File: src/rtl/fetch_stage.sv
// fetch_stage: RV32I instruction-fetch stage.
// Owns the PC, keeps a single word request outstanding to instruction memory,
// and loads the IF/ID register. A one-entry skid buffer catches a response
// that arrives while decode is stalled; a kill flag discards a response whose
// request was made before an execute-stage redirect.
module fetch_stage #(
    parameter logic [31:0] RESET_PC  = 32'h0000_0000,
    parameter logic [31:0] NOP_INSTR = 32'h0000_0013
) (
    input  logic        clk,
    input  logic        rst_n,
    output logic        imem_req,
    output logic [31:0] imem_addr,
    input  logic        imem_gnt,
    input  logic        imem_rvalid,
    input  logic [31:0] imem_rdata,
    input  logic        redirect_valid,
    input  logic [31:0] redirect_pc,
    input  logic        id_stall,
    output logic        id_valid,
    output logic [31:0] id_instr,
    output logic [31:0] id_pc,
    output logic [31:0] id_pc4
);

    localparam logic [1:0] S_REQ  = 2'd0;
    localparam logic [1:0] S_WAIT = 2'd1;
    localparam logic [1:0] S_HOLD = 2'd2;

    logic [1:0]  state;
    logic [31:0] pc;
    logic [31:0] fetch_pc;
    logic        kill;
    logic [31:0] skid_instr;
    logic [31:0] skid_pc;

    logic        ifid_free;
    logic        ifid_load;
    logic [31:0] load_instr;
    logic [31:0] load_pc;
    logic        unused_redirect_lsb;

    // Redirect targets are forced to word alignment; the low bits are dropped.
    assign unused_redirect_lsb = ^redirect_pc[1:0];

    assign imem_req  = (state == S_REQ) && !redirect_valid;
    assign imem_addr = pc;
    assign ifid_free = !id_valid || !id_stall;

    // Decide whether IF/ID takes a new instruction this cycle, and from where.
    always_comb begin
        ifid_load  = 1'b0;
        load_instr = imem_rdata;
        load_pc    = fetch_pc;
        if (!redirect_valid) begin
            case (state)
                S_WAIT: begin
                    if (imem_rvalid && !kill && ifid_free) begin
                        ifid_load = 1'b1;
                    end
                end
                S_HOLD: begin
                    if (!id_stall) begin
                        ifid_load  = 1'b1;
                        load_instr = skid_instr;
                        load_pc    = skid_pc;
                    end
                end
                default: ;
            endcase
        end
    end

    // Fetch control: PC, request/response sequencing, kill flag and skid buffer.
    always_ff @(posedge clk or negedge rst_n) begin
        if (!rst_n) begin
            state      <= S_REQ;
            pc         <= RESET_PC;
            fetch_pc   <= '0;
            kill       <= 1'b0;
            skid_instr <= '0;
            skid_pc    <= '0;
        end else if (redirect_valid) begin
            pc         <= {redirect_pc[31:2], 2'b00};
            skid_instr <= '0;
            skid_pc    <= '0;
            // A request already in flight must have its response discarded.
            if (state == S_WAIT && !imem_rvalid) begin
                state <= S_WAIT;
                kill  <= 1'b1;
            end else begin
                state <= S_REQ;
                kill  <= 1'b0;
            end
        end else begin
            case (state)
                S_REQ: begin
                    if (imem_gnt) begin
                        fetch_pc <= pc;
                        pc       <= pc + 32'd4;
                        state    <= S_WAIT;
                    end
                end
                S_WAIT: begin
                    if (imem_rvalid) begin
                        if (kill) begin
                            kill  <= 1'b0;
                            state <= S_REQ;
                        end else if (ifid_free) begin
                            state <= S_REQ;
                        end else begin
                            skid_instr <= imem_rdata;
                            skid_pc    <= fetch_pc;
                            state      <= S_HOLD;
                        end
                    end
                end
                S_HOLD: begin
                    if (!id_stall) begin
                        state <= S_REQ;
                    end
                end
                default: state <= S_REQ;
            endcase
        end
    end

    // IF/ID register: flush on redirect, load on delivery, drain when not stalled.
    always_ff @(posedge clk or negedge rst_n) begin
        if (!rst_n) begin
            id_valid <= 1'b0;
            id_instr <= NOP_INSTR;
            id_pc    <= '0;
            id_pc4   <= 32'd4;
        end else if (redirect_valid) begin
            id_valid <= 1'b0;
            id_instr <= NOP_INSTR;
        end else if (ifid_load) begin
            id_valid <= 1'b1;
            id_instr <= load_instr;
            id_pc    <= load_pc;
            id_pc4   <= load_pc + 32'd4;
        end else if (!id_stall) begin
            id_valid <= 1'b0;
            id_instr <= NOP_INSTR;
        end
    end

endmodule

File: config.mk
export PLATFORM = sky130hd
export DESIGN_NAME = fetch_stage
export DESIGN_NICKNAME = d
export VERILOG_FILES = /design/src/rtl/fetch_stage.sv
export SDC_FILE = /design/constraint.sdc
export NUM_CORES = 1
export LEC_CHECK = 0
export ABC_CLOCK_PERIOD_IN_PS = 3900
export BUFFER_PORTS_ARGS = -buffer_cell sky130_fd_sc_hd__buf_4
export CAP_MARGIN = 15
export CORE_UTILIZATION = 56
export CTS_CLUSTER_DIAMETER = 60
export CTS_CLUSTER_SIZE = 25
export DETAILED_ROUTE_END_ITERATION = 6
export PLACE_DENSITY = 0.86
export SYNTH_ARGS = -nofsm -noshare
export SYNTH_HDL_FRONTEND = slang
export SYNTH_SLANG_ARGS = --single-unit
File: constraint.sdc
create_clock -name clk -period 3.9 [get_ports clk]
set_input_delay 0.585 -clock clk [delete_from_list [all_inputs] [get_ports clk]]
set_output_delay 0.585 -clock clk [all_outputs]
set_load 0.005 [all_outputs]
==> run summary, run 1 <==
# Post-CTS Setup Buffers: 0
Full die area: 19000 µm²
Clock Skews: 0.0262 ns
Register clock-pin slew on the reported worst setup and hold paths: 0.09 ns
Initial antenna violation count: 0
Final setup fails: 0
Global-route wire length before repair: 38400 µm
Final net count: 1200
Leakage: 5.85 nW
Gp weighted congestion: 0.883
1st-pass router iterations: 5
Pin count of the biggest net entering global routing: 124
Status: finished clean
Cell taking the most area after synthesis: dfrtp_1
Post-synthesis register bit count: 220
Post-synthesis cell count: 959
Overall global routing resource usage: 25.8%
WP data arrival: 3.41 ns
Remaining Overflow, GRT: 0
DR vias: 8118
Pwr dens: 505 nW/µm²
Wirelength per Cell: 18.0 µm
Num rows: 49
Die Wd: 138 µm
Mean Syn Cell Area: 10.8 µm²
Post-synth EDFFs: 0
Post-detail-place hpwl: 17000 µm
Max-slew violations: 0
Layout Utilization: 69.1%
Core area: 18000 µm²
Worst-path fanout max: 28
Fin Setup TNS: 0 ns
Register area share after synthesis: 53.4%
Clk buf depth: 3
Critical Path Start Type: register
Final wirelength: 24500 µm
Synth Warn #: 0
Int Power: 4.36 mW
DRT iter0 DRCs: 748
Power share of the clock group: 26.6%
Final ANT Viol Nets: 0
CTS sink cnt: 220
Root Buffer: clkbuf_16
Synth top area cells: dfrtp_1 52%, a22o_1 5.5%, mux2i_1 5.4%
Port Buffers: 195
Area growth from synthesis to layout: 20.7%
Final worst path period share: 77.9%
Worst-margin pin slew: 1.07 ns
F_max: 329 MHz
CTS buffer count: 15
Post-synth top flop: dfrtp_1
Synth unique cells: 71
Io pins: 200
Count of final hold-check violations: 0
Peak supply drop: 0.481 mV
Hold Buf Count CTS: 0
Most common cell in the netlist: dfrtp_1
Share of layout cells above drive strength 1: 25.8%
Synthesized area: 10300 µm²
Sequential Power Share: 49.9%
Worst Reg2Reg Path Length in Cells: 10
Async SR Flop Fraction: 100%
CTS tree: built
Required time worst endpoint: 4.27 ns
Unrepaired setup endpoints after global routing: no
Vias in the first global route: 7283
Synth top area share: 52.4%
HP Class: in -> async
Switch share: 30.7%
Slew margin rel.: 28.0%
H-tree levels: 1
Crit end category: register
DRC viols: 0
Worst skew pair latency: 0.50 ns
Synth top cells by count: 216 x dfrtp_1, 146 x nand2_1, 93 x o21ai_0, 65 x a22o_1, 56 x mux2i_1
Initial Util: 57.2%
Switch Pwr: 1.93 mW
Filler cells: 1367
Vias per inst: 5.96
Tmin final: 3.04 ns
Design Power: 6.29 mW
DIE HEIGHT: 138 µm
Critical path class: reg -> reg
Post_cts resized: 0
Max Cap Viol: 0
Ant diodes: 0
Combinational Power Share: 23.5%
final timing paths:
| path | end | slack (ns) | from |
|---|---|---|---|
| setup / recovery | id_pc4[28]$_DFFE_PN0P_ | 0.86 | state[0]$_DFFE_PN0P_ |
| max in group asynchronous | id_instr[4]$_DFFE_PN1P_ | 2.81 | rst_n |
| setup reg to reg | id_pc4[28]$_DFFE_PN0P_ | 0.86 | state[0]$_DFFE_PN0P_ |
| hold / removal | imem_addr[10]$_DFFE_PN0P_ | 0.19 | rst_n |
| hold reg to reg | id_pc4[2]$_DFFE_PN1P_ | 0.47 | id_pc4[2]$_DFFE_PN1P_ |
| min in group clk | imem_addr[15]$_DFFE_PN0P_ | 0.30 | redirect_pc[15] |
sequential cells by signal, indices dropped and copies added, names as in the netlist:
register,count
id_instr,32
skid_instr,32
id_pc,31
skid_pc,31
fetch_pc,30
id_pc4,30
imem_addr,30
state,2
id_valid,1
kill,1
power groups by stage:
stage / combinational [mW] / clock [mW] / sequential [mW]
after floorplan: 0.682 / 0 / 3.07
after global placement: 1.43 / 0 / 3.15
after detailed placement: 1.48 / 0 / 3.18
after CTS: 1.49 / 1.70 / 3.13
after global routing: 1.65 / 1.79 / 3.20
final: 1.48 / 1.67 / 3.14
cell usage in the layout, fill, tap and decap left out, drive strengths merged, types with 3 or more instances in the layout:
| cell | count |
|---|---|
| a21o | 8 |
| a21oi | 8 |
| nand3 | 38 |
| buf | 212 |
| o21a | 6 |
| mux2 | 35 |
| a31oi | 6 |
| mux2i | 57 |
| xnor2 | 16 |
| and3 | 11 |
| a22o | 65 |
| nand4 | 22 |
| dfstp | 4 |
| a221o | 5 |
| nand2 | 146 |
| nor4 | 4 |
| or3 | 3 |
| nor2 | 21 |
| xor2 | 24 |
| clkbuf | 15 |
| and4 | 10 |
| a22oi | 6 |
| o21ai | 97 |
| o211ai | 4 |
| dfrtp | 216 |
| ha | 5 |
| o31ai | 7 |
| and2 | 8 |
| inv | 16 |
| nor3 | 13 |
cell families (layout without fill, tap and decap cells):
kind of cell    count (synthesis)  after routing  synth area share, %
fa+ha+maj                       5              5                0.607
mux                            92             92                 9.46
compound gates                232            232                 15.5
flops                         220            220                 53.4
buf+inv                        75            248                 3.59
other cells                     1              2               0.0364
xor+xnor                       40             40                 3.40
simple gates                  294            294                 14.0
per-stage QoR:
stage | instances | hold WS, ns | cell area [µm²] | worst slack, ns
4_1_cts | 1362 | 0.239 | 12400 | 0.899
6_report | 1362 | 0.189 | 12400 | 0.861
3_5_place_dp | 1337 | 0.455 | 12000 | 0.945
2_1_floorplan | 960 | 0.289 | 10300 | 0.979
3_3_place_gp | 1337 | 0.449 | 12000 | 1.05
5_1_grt | 1362 | 0.279 | 12400 | 0.714
per-layer routing:
metal,track usage (%),vias to the layer above,part of all wire [%]
met2,37.4,296,44
li1,-,3808,-
met3,3.46,36,6.4
met5,0,-,0
met1,40.8,3978,48
met4,5.92,0,1.7
critical path: stages, from the launching register on:
cell	delay [ns]
dfrtp_1	0.37
inv_1	0.08
ha_1	0.29
or3b_4	0.52
nand2_1	0.13
nand2_1	0.09
ha_1	0.32
inv_1	0.09
a221o_1	0.45
o31a_1	0.31
o31ai_1	0.26
area by class of cell:
cell class	instances	area [µm²]	share of cell area, %
Tap cell	229	287	2.30
Timing Repair Buffer	212	1620	13.0
Inverter	11	41.3	0.332
Clock inverter	10	124	0.995
Clock buffer	15	375	3.02
Multi-Input combinational cell	665	4490	36.1
Sequential cell	220	5510	44.3
Power figures use the tool's default switching activity.
==> inputs of run 2 (changes only) <==
==> config.mk (replaced) <==
export PLATFORM = sky130hd
export DESIGN_NAME = fetch_stage
export DESIGN_NICKNAME = d
export VERILOG_FILES = /design/src/rtl/fetch_stage.sv
export SDC_FILE = /design/constraint.sdc
export NUM_CORES = 1
export LEC_CHECK = 0
export ABC_CLOCK_PERIOD_IN_PS = 2700
export BUFFER_PORTS_ARGS = -buffer_cell sky130_fd_sc_hd__buf_4
export CAP_MARGIN = 15
export CORE_UTILIZATION = 50
export CTS_CLUSTER_DIAMETER = 60
export CTS_CLUSTER_SIZE = 25
export DETAILED_ROUTE_END_ITERATION = 6
export PLACE_DENSITY = 0.81
export SYNTH_ARGS = -nofsm -noshare
export SYNTH_HDL_FRONTEND = slang
export SYNTH_SLANG_ARGS = --single-unit
==> constraint.sdc (replaced) <==
create_clock -name clk -period 2.7 [get_ports clk]
set_input_delay 0.405 -clock clk [delete_from_list [all_inputs] [get_ports clk]]
set_output_delay 0.405 -clock clk [all_outputs]
set_load 0.005 [all_outputs]
==> run summary, run 2 (synthesized netlist as in run 1, its figures left out) <==
Design Power: 9.07 mW (+44%)
Overall global routing resource usage: 24.1% (-1.7 points)
Global-route wire length before repair: 41500 µm (+8.1%)
DIE HEIGHT: 146 µm (+5.7%)
Worst-margin pin slew: 0.656 ns (-0.415 ns)
Max Cap Viol: 0 (unchanged)
Wirelength per Cell: 17.9 µm (-0.64%)
Dpl cells: 1392 (+4.1%)
Area growth from synthesis to layout: 23.4%
Final worst path period share: 94.3% (+16 points)
F_max: 393 MHz (+19%)
Status: finished clean
Worst stage delay on the critical path: 0.41 ns (-0.11 ns)
Most frequent cells in the layout: 220 x buf_4, 216 x dfrtp_1, 146 x nand2_1, 93 x o21ai_0, 65 x a22o_1
Required time worst endpoint: 3.09 ns (-1.18 ns)
Commonest non-fill, non-tap cell in the layout: buf_4
Slowest stage cell, crit path: a221o_2
Core area: 20200 µm² (+12%)
DRC viols: 0 (unchanged)
Final net count: 1218 (+1.5%)
Clock Skews: 0.0301 ns (+0.00384 ns)
Leakage: 5.96 nW (+2.0%)
Register clock-pin slew on the reported worst setup and hold paths: 0.09 ns (about the same)
Port Buffers: 195 (unchanged)
Top delay family on crit path: compound AO/OA/AOI/OAI gates
Pwr dens: 713 nW/µm² (+41%)
Final setup fails: 0 (unchanged)
CTS tree: built
Critical-path cell list: inv_1 > ha_2 > nor3b_4 > nand2_1 > nand2_1 > ha_1 > inv_1 > a221o_2 > o31a_1 > o31ai_1
Vias per inst: 5.78 (-3.0%)
Layout Utilization: 62.9% (-6.2 points)
Ant diodes: 0 (unchanged)
Critical path class: reg -> reg
CTS sink cnt: 220 (unchanged)
WP data arrival: 2.93 ns (-0.48 ns)
Worst-path fanout max: 12 (-57%)
Critical Path Start Type: register
Num rows: 52 (+6.1%)
Peak supply drop: 0.486 mV (+0.92%)
Tmin final: 2.55 ns (-0.493 ns)
Dpl ws: -0.0149 ns (-0.960 ns)
Initial antenna violation count: 0 (unchanged)
Die Wd: 146 µm (+5.7%)
Remaining Overflow, GRT: 0 (unchanged)
CTS buffer count: 15 (unchanged)
Gp weighted congestion: 0.885 (+0.16%)
PnR worst setup slack: 0.154 ns (-0.707 ns)
DRT iter0 DRCs: 687 (-8.2%)
Root Buffer: clkbuf_16
Worst skew pair latency: 0.50 ns (about the same)
Final wirelength: 25400 µm (+3.7%)
Final ANT Viol Nets: 0 (unchanged)
Pin count of the biggest net entering global routing: 86 (-31%)
DR vias: 8216 (+1.2%)
Share of layout cells above drive strength 1: 27.1% (+1.3 points)
Initial Util: 51.0% (-6.2 points)
Post-detail-place hpwl: 17900 µm (+5.2%)
WP buf/inv: 2 (unchanged)
Final cell count without fillers: 1421 (+4.3%)
Count of final hold-check violations: 0 (unchanged)
H-tree levels: 1 (unchanged)
HP Class: in -> reg
Vias in the first global route: 7854 (+7.8%)
Unrepaired setup endpoints after global routing: no
Reg-to-reg setup timing slack: 0.15 ns (-0.71 ns)
Slew margin rel.: 56.3% (+28 points)
Biggest registers after layout: id_instr x32, skid_instr x32
Full die area: 21200 µm² (+12%)
1st-pass router iterations: 5 (unchanged)
Io pins: 200 (unchanged)
Clk buf depth: 3 (unchanged)
Max-slew violations: 0 (unchanged)
Crit end category: register
==> run 2: changes by cell type in the layout (fill, tap and decap cells not counted), moves of 2 or more <==
cell and delta:
inv_6 +3, inv_8 -3, clkinvlp_4 -2, buf_12 +5, buf_4 +11, clkinv_8 +2
==> run 2: per-layer routing <==
metal	wire [µm]	part of all wire (%)	vias up	track usage, %
li1	-	-	3841	-
met1	12000	47	4041	36.6
met2	11400	45	284	35.5
met3	1410	5.6	50	3.51
met4	627	2.5	0	7.84
met5	0	0	-	0
==> run 2: path summary, 6_finish.rpt <==
path,cells past startpoint,start,end
worst max register to register,10,state[0]$_DFFE_PN0P_,id_pc4[28]$_DFFE_PN0P_
max in group asynchronous,3,rst_n,imem_addr[25]$_DFFE_PN0P_
worst min-delay path,2,imem_rvalid,kill$_DFFE_PN0P_
worst min register to register,2,id_pc4[2]$_DFFE_PN1P_,id_pc4[2]$_DFFE_PN1P_
min in group asynchronous,2,rst_n,skid_instr[30]$_DFFE_PN0P_
worst max-delay path,10,state[0]$_DFFE_PN0P_,id_pc4[28]$_DFFE_PN0P_
==> run 2: repair_timing <==
| item | in CTS | in global routing |
|---|---|---|
| pin swaps | 0 | 1 |
| endpoints found under the setup margin | 1 | 9 |
| setup buffers | 0 | 3 |
| hold endpoints to repair | 78 | 0 |
| gates resized for setup | 1 | 3 |
| hold buffers | 1 | 0 |
==> run 2: cell type report <==
class	count	area (µm²)
multi-input cells	665	4510
inverters	11	41.3
well taps	270	338
flip-flops and latches	220	5510
clock buffers	16	389
fillers	1626	7510
clock inverters	9	108
repair buffers	230	1830
==> run 2: worst register-to-register path, cell delays in order, from the launching register on <==
cell and delay (ns):
dfrtp_1 0.39, inv_1 0.10, ha_2 0.25, nor3b_4 0.34
nand2_1 0.11, nand2_1 0.10, ha_1 0.16, inv_1 0.06
a221o_2 0.41, o31a_1 0.28, o31ai_1 0.22
==> run 2: per-stage QoR <==
| stage | TNS, ns | instance area (µm²) | hold WS, ns |
|---|---|---|---|
| after floorplan | 0 | 10300 | 0.109 |
| after global placement | 0 | 12200 | 0.443 |
| after detailed placement | -0.0149 | 12200 | 0.448 |
| after CTS | 0 | 12700 | 0.0800 |
| after global routing | 0 | 12700 | 0.0886 |
| final | 0 | 12700 | 0.100 |
==> run 2: power by group <==
| part | switching [mW] | leakage [nW] | total (mW) | internal, mW |
|---|---|---|---|---|
| combinational | 0.959 | 2.84 | 2.18 | 1.22 |
| clock | 1.24 | 0.244 | 2.37 | 1.12 |
| sequential | 0.603 | 2.88 | 4.53 | 3.92 |
| total | 2.81 | 5.96 | 9.07 | 6.26 |
